--- config.mk ---
export PLATFORM = sky130hd
export DESIGN_NAME = fifo_rd_packer
export DESIGN_NICKNAME = d
export VERILOG_FILES = /design/src/rtl/fifo_pack_pkg.sv /design/src/rtl/fifo_pack_timer.sv /design/src/rtl/fifo_rd_packer.sv
export SDC_FILE = /design/constraint.sdc
export NUM_CORES = 1
export LEC_CHECK = 0
export BUFFER_PORTS_ARGS = -buffer_cell sky130_fd_sc_hd__buf_4
export CAP_MARGIN = 10
export CORE_ASPECT_RATIO = 0.75
export CORE_MARGIN = 3
export CORE_UTILIZATION = 48
export CTS_BUF_LIST = sky130_fd_sc_hd__clkbuf_4 sky130_fd_sc_hd__clkbuf_8
export CTS_CLUSTER_SIZE = 12
export DETAILED_ROUTE_END_ITERATION = 16
export GPL_ROUTABILITY_DRIVEN = 0
export PLACE_DENSITY = 0.74
export SLEW_MARGIN = 20
export SYNTH_ARGS = -nofsm -noshare
export SYNTH_HDL_FRONTEND = slang
export SYNTH_SLANG_ARGS = --single-unit
--- constraint.sdc ---
create_clock -name rclk -period 1.46 [get_ports rclk]
set_input_delay 0 -clock rclk [delete_from_list [all_inputs] [get_ports rclk]]
set_output_delay 0 -clock rclk [all_outputs]
set_load 0.1 [all_outputs]
--- src/rtl/fifo_pack_pkg.sv ---
// Shared types and helpers for the FIFO read-side word packer.
// The word width comes from the DATA define; it falls back to 8 when no defines file is supplied.
`ifndef DATA
`define DATA 8
`endif

package fifo_pack_pkg;

    localparam int PACK_DEFAULT = 4;
    localparam int CNT_W        = $clog2(PACK_DEFAULT);

    typedef logic [`DATA-1:0]        word_t;
    typedef logic [PACK_DEFAULT-1:0] keep_t;

    // Mask with the low n bits set, i.e. the keep pattern of a beat holding n words.
    function automatic logic [31:0] keep_mask(input logic [31:0] n);
        return (32'd1 << n) - 32'd1;
    endfunction

endpackage

--- src/rtl/fifo_pack_timer.sv ---
// Idle timer that requests a flush of a partially filled beat.
// Only built with PACK_TIMEOUT_EN defined.
`ifdef PACK_TIMEOUT_EN
module fifo_pack_timer #(
    parameter int TIMEOUT = 16
) (
    input  logic rclk,
    input  logic rrst,
    input  logic rinc,
    input  logic cnt_zero,
    input  logic flush,
    output logic fire
);

    localparam int TW = (TIMEOUT > 2) ? $clog2(TIMEOUT) : 1;
    localparam logic [TW-1:0] TMAX = TW'(TIMEOUT - 1);

    logic [TW-1:0] tmr_reg;

    always_ff @(posedge rclk) begin
        if (rrst || rinc || cnt_zero || flush) begin
            tmr_reg <= '0;
        end else if (tmr_reg != TMAX) begin
            tmr_reg <= tmr_reg + 1'b1;
        end
    end

    assign fire = (tmr_reg == TMAX);

endmodule
`endif

--- src/rtl/fifo_rd_packer.sv ---
// Drains the async FIFO read port and packs PACK words into one valid/ready beat.
// Define PACK_TIMEOUT_EN to flush partial beats after TIMEOUT idle cycles.
`ifndef DATA
`define DATA 8
`endif

module fifo_rd_packer
    import fifo_pack_pkg::*;
#(
    parameter int DATA    = `DATA,
    parameter int PACK    = PACK_DEFAULT
`ifdef PACK_TIMEOUT_EN
    ,
    parameter int TIMEOUT = 16
`endif
) (
    input  logic                 rclk,
    input  logic                 rrst,
    input  logic                 en,
    input  logic                 rempty,
    input  logic [DATA-1:0]      rdata,
    output logic                 rinc,
    output logic [DATA*PACK-1:0] out_data,
    output logic [PACK-1:0]      out_keep,
    output logic                 out_valid,
    input  logic                 out_ready
);

    localparam int CW = (PACK == PACK_DEFAULT) ? CNT_W : $clog2(PACK);
    localparam logic [CW-1:0] LAST = CW'(PACK - 1);

    logic [CW-1:0]            cnt_reg;
    logic [DATA-1:0]          slot_reg [PACK-1];
    logic [DATA*(PACK-1)-1:0] slot_flat;
    logic [DATA*PACK-1:0]     out_data_reg;
    logic [PACK-1:0]          out_keep_reg;
    logic                     out_valid_reg;

    logic last_word;
    logic stall;
    logic load;
    logic xfer;
    logic flush;

    assign last_word = (cnt_reg == LAST);
    // Only the word completing a beat must wait for the output register.
    assign stall     = last_word && out_valid_reg && !out_ready;
    assign rinc      = en && !rempty && !rrst && !stall;
    assign load      = rinc && last_word;
    assign xfer      = out_valid_reg && out_ready;

`ifdef PACK_TIMEOUT_EN
    logic tmr_fire;

    fifo_pack_timer #(
        .TIMEOUT (TIMEOUT)
    ) u_timer (
        .rclk     (rclk),
        .rrst     (rrst),
        .rinc     (rinc),
        .cnt_zero (cnt_reg == '0),
        .flush    (flush),
        .fire     (tmr_fire)
    );

    // A read in the same cycle wins: the word is appended instead of flushing.
    assign flush = !rinc && tmr_fire && (cnt_reg != '0) && (!out_valid_reg || out_ready);
`else
    assign flush = 1'b0;
`endif

    // The final word of a beat bypasses the slots and goes straight to the output register.
    generate
        for (genvar gi = 0; gi < PACK - 1; gi++) begin : g_slot
            always_ff @(posedge rclk) begin
                if (rrst || load || flush) begin
                    slot_reg[gi] <= '0;
                end else if (rinc && (cnt_reg == CW'(gi))) begin
                    slot_reg[gi] <= rdata;
                end
            end
            assign slot_flat[gi*DATA +: DATA] = slot_reg[gi];
        end
    endgenerate

    always_ff @(posedge rclk) begin
        if (rrst || load || flush) begin
            cnt_reg <= '0;
        end else if (rinc) begin
            cnt_reg <= cnt_reg + 1'b1;
        end
    end

    always_ff @(posedge rclk) begin
        if (rrst) begin
            out_data_reg  <= '0;
            out_keep_reg  <= '0;
            out_valid_reg <= 1'b0;
        end else if (load) begin
            out_data_reg  <= {rdata, slot_flat};
            out_keep_reg  <= '1;
            out_valid_reg <= 1'b1;
        end else if (flush) begin
            out_data_reg  <= {{DATA{1'b0}}, slot_flat};
            out_keep_reg  <= PACK'(keep_mask(32'(cnt_reg)));
            out_valid_reg <= 1'b1;
        end else if (xfer) begin
            out_valid_reg <= 1'b0;
        end
    end

    assign out_data  = out_data_reg;
    assign out_keep  = out_keep_reg;
    assign out_valid = out_valid_reg;

endmodule

==> impl_metrics.csv <==
group,metric,value,unit
floorplan,die_h,69.1,um
setup_path,critPathTopFamily,"flip-flops",
synth,synth_fa_ha_area_share,1.97,%
setup_path,crit_fanout,8,
finish,mostFrequentLayoutCells,"buf_4, a21oi_1, dfxtp_1",
status,failed_checks,"negative setup slack",
finish,syn_to_final_growth,33.8,%
power_and_ir_drop,seqPwrFrac,52.1,%
floorplan,fp.dieW,90.1,um
floorplan,dieArea,6220,um2
synth,synth_top_family_by_area,"compound AO/OA/AOI/OAI gates",
synth,synthesis.area_per_instance,10.6,um2
placed_design,dpl_cell_area,3050,um2
sta,hold_violations,0,
power_and_ir_drop,p_per_area,1000,nW/um2
drt,vias,2152,
setup_path,end_kind,"flop",
drt,wirelength,6.47,mm
drt,drc_errors,0,
drt,via_per_inst,5.72,
drt,met3WireLength,405,um
setup_path,cp.depth,5,
synth,synth-simple-area-share,17.0,%
clock_network,clockBufferDepth,2,
synth,synth_seq_area_share,56.6,%
setup_path,critPathLaunch,"cnt_reg[0]",
setup_path,crit_end,"slot_reg[0][7]",
clock_network,clk_pin_slew,0.07,ns
synth,yosys.area.top_type_share,28.3,%
status,status,"finished, violations left",
floorplan,start_util,50.8,%
setup_path,crit_chain,"ha_4 > and3b_2 > nor2_4 > buf_4 > a21o_4",
sta,rsz0062_at_grt,"true",
global_routing,grt.overflow.total,0,
global_routing,grt_pass1_wl,10.5,mm
synth,synth.largest_area_cell,"dfxtp_1",
synth,async_flop_share,0,%
setup_path,critical_path.max_stage_delay,0.34,ns
power_and_ir_drop,ir_drop,0.573,mV
synth,yosysWarnings,0,
clock_network,clock-sinks,60,
setup_path,rrSetupSlack,-0.02,ns
global_routing,grt_pass1_vias,2002,
drt,drt_iter0_markers,137,
synth,synth_edf_count,24,
global_routing,grt_start_max_net_pins,34,
drt,wl_met2,3.03,mm
sta,fin_crit,1.48,ns
setup_path,r2r_end,"slot_reg[0][7]",
power_and_ir_drop,p_comb_share,5.6,%
setup_path,worstRegToRegCells,5,
placed_design,dp_hpwl,4.16,mm
setup_path,r2r_start,"cnt_reg[0]",
flow_run,drv_cap,0,
synth,synthMuxAreaShare,0,%
synth,ys_types,26,
power_and_ir_drop,p_sw,0.733,mW
power_and_ir_drop,p_leak,1.29,nW
clock_network,cts_root_buffer,"clkbuf_8",
power_and_ir_drop,netSwitchingFraction,21.4,%
setup_path,required,1.50,ns
sta,layout_worst_path_cycle_share,101,%
synth,synth_flop_cell,"dfxtp_1",
setup_path,crit_slowest_cell,"dfxtp_2",
power_and_ir_drop,p_int,2.69,mW
sta,whs,0.0701,ns
drt,drtAntennaViolNets,0,
finish,nets,316,
clock_network,clk_latency,0.33,ns
setup_path,critPathArrivalTime,1.51,ns
min_path,min_path_type,"in -> reg",
sta,relSlewSlack,65.2,%
clock_network,cts-buffers-inserted,9,
floorplan,num_rows,22,
finish,largest_register_ffs,32,
synth,synth_nets,258,
sta,worst_slew_pin_slew,0.521,ns
setup_path,critical_path_class,"reg -> reg",
sta,maxSlewViolCount,0,
placed_design,port_buffers,50,
clock_network,cts_tree,"yes",
synth,synth_area,2540,um2
drt,firstDrtPassIters,5,
finish,design_area,3410,um2
drt,met1_length,3.03,mm
finish,antenna_cells,0,
sta,fmax,677,MHz
synth,synthXorXnorAreaFrac,0,%
finish,final_common_cell,"buf_4",
synth,synth-seq-cells,60,
finish,drive_above_1_share,33.9,%
global_routing,grt_antenna_before_repair,0,
floorplan,io_pins,51,
synth,synth_compound_area_share,18.2,%
sta,fin_skew,0.00884,ns
power_and_ir_drop,clkPwrFrac,42.3,%
sta,finalWorstSetupSlack,-0.0179,ns
drt,topRoutingLayerUsed,"met4",
floorplan,coreArea,5010,um2
drt,wl_per_cell,17.2,um
power_and_ir_drop,finalPower,3.42,mW
synth,synth_area_leaders,"dfxtp_1, edfxtp_1, o31ai_1, nand4_1, a21oi_1",
clock_network,htree_levels,3,
setup_path,crit_buf_inv,1,
global_routing,grt.total_usage,21.3,%
synth,syn-instance-count,241,
setup_path,start_kind,"flop",
sta,setup_viol,22,
-- metal layers --
metal	global-route usage, %	up-vias
met5	0	-
met4	5.60	0
met3	8.51	4
met2	31.5	70
met1	29.2	1055
li1	-	1023
-- worst register-to-register path, cell delays in order, from the launching register on --
cell and delay (ns):
dfxtp_2 0.34, ha_4 0.18, and3b_2 0.23, nor2_4 0.10
buf_4 0.15, a21o_4 0.18
-- synthesized netlist by cell type, drive strengths merged (2+ instances only) --
cell    instances
dfxtp          36
a21oi          35
nand4          32
o31ai          32
and2           24
edfxtp         24
clkbuf         17
buf            13
ha              4
a21o            3
and3            3
inv             3
nor2            3
o21ai           2
-- power by group through the flow --
stage	Clock (mW)	Sequential (mW)	Combinational [mW]
floorplan	0	1.82	0.0884
global placement	0	1.82	0.161
detailed placement	0	1.82	0.164
CTS	1.46	1.78	0.187
global route	1.54	1.78	0.203
finish	1.45	1.78	0.191
-- metrics by stage --
stage	cells	setup TNS (ns)	worst slack [ns]	util, %
2_1_floorplan	241	-17.20	-0.491	-
3_3_place_gp	350	0	0.0199	60.9
3_5_place_dp	350	-0.615	-0.0548	60.9
4_1_cts	375	-0.00770	-0.00770	67.2
5_1_grt	376	-0.783	-0.0404	68.0
6_report	376	-0.204	-0.0179	68.0
-- worst min-delay path by stage --
stage,startpoint,to,slack (ns),cells after the start
after global placement,rdata[0],out_data[24],0.29,3
final,rrst,out_data[25],0.07,3
after global routing,rrst,out_data[7],0.08,3
after floorplan,rdata[0],out_data[24],0.15,2
after CTS,rrst,out_data[7],0.06,3
after detailed placement,rdata[0],out_data[24],0.31,3
-- kinds of logic after synthesis --
group	after synthesis
compound gates	74
simple gates	69
flops	60
buf+inv	34
fa+ha+maj	4
-- cell type report --
type | instances | area [um2]
fill | 401 | 1600
sequential | 60 | 1450
multi-input combinational | 147 | 1030
timing repair buffer | 77 | 627
clock buffer | 15 | 194
tap | 72 | 90.1
inverter | 4 | 15.0
clock inverter | 1 | 5.00
-- what timing repair did --
action / 4_1_cts / 5_1_grt
pin swaps: 1 / 0
hold buffers: 8 / 0
setup endpoints to repair: 18 / 47
gates resized for setup: 6 / 9
buffers inserted: 1 / 1
endpoints found under the hold margin: 25 / 0
Note: power is estimated with default switching activity, not from simulation.
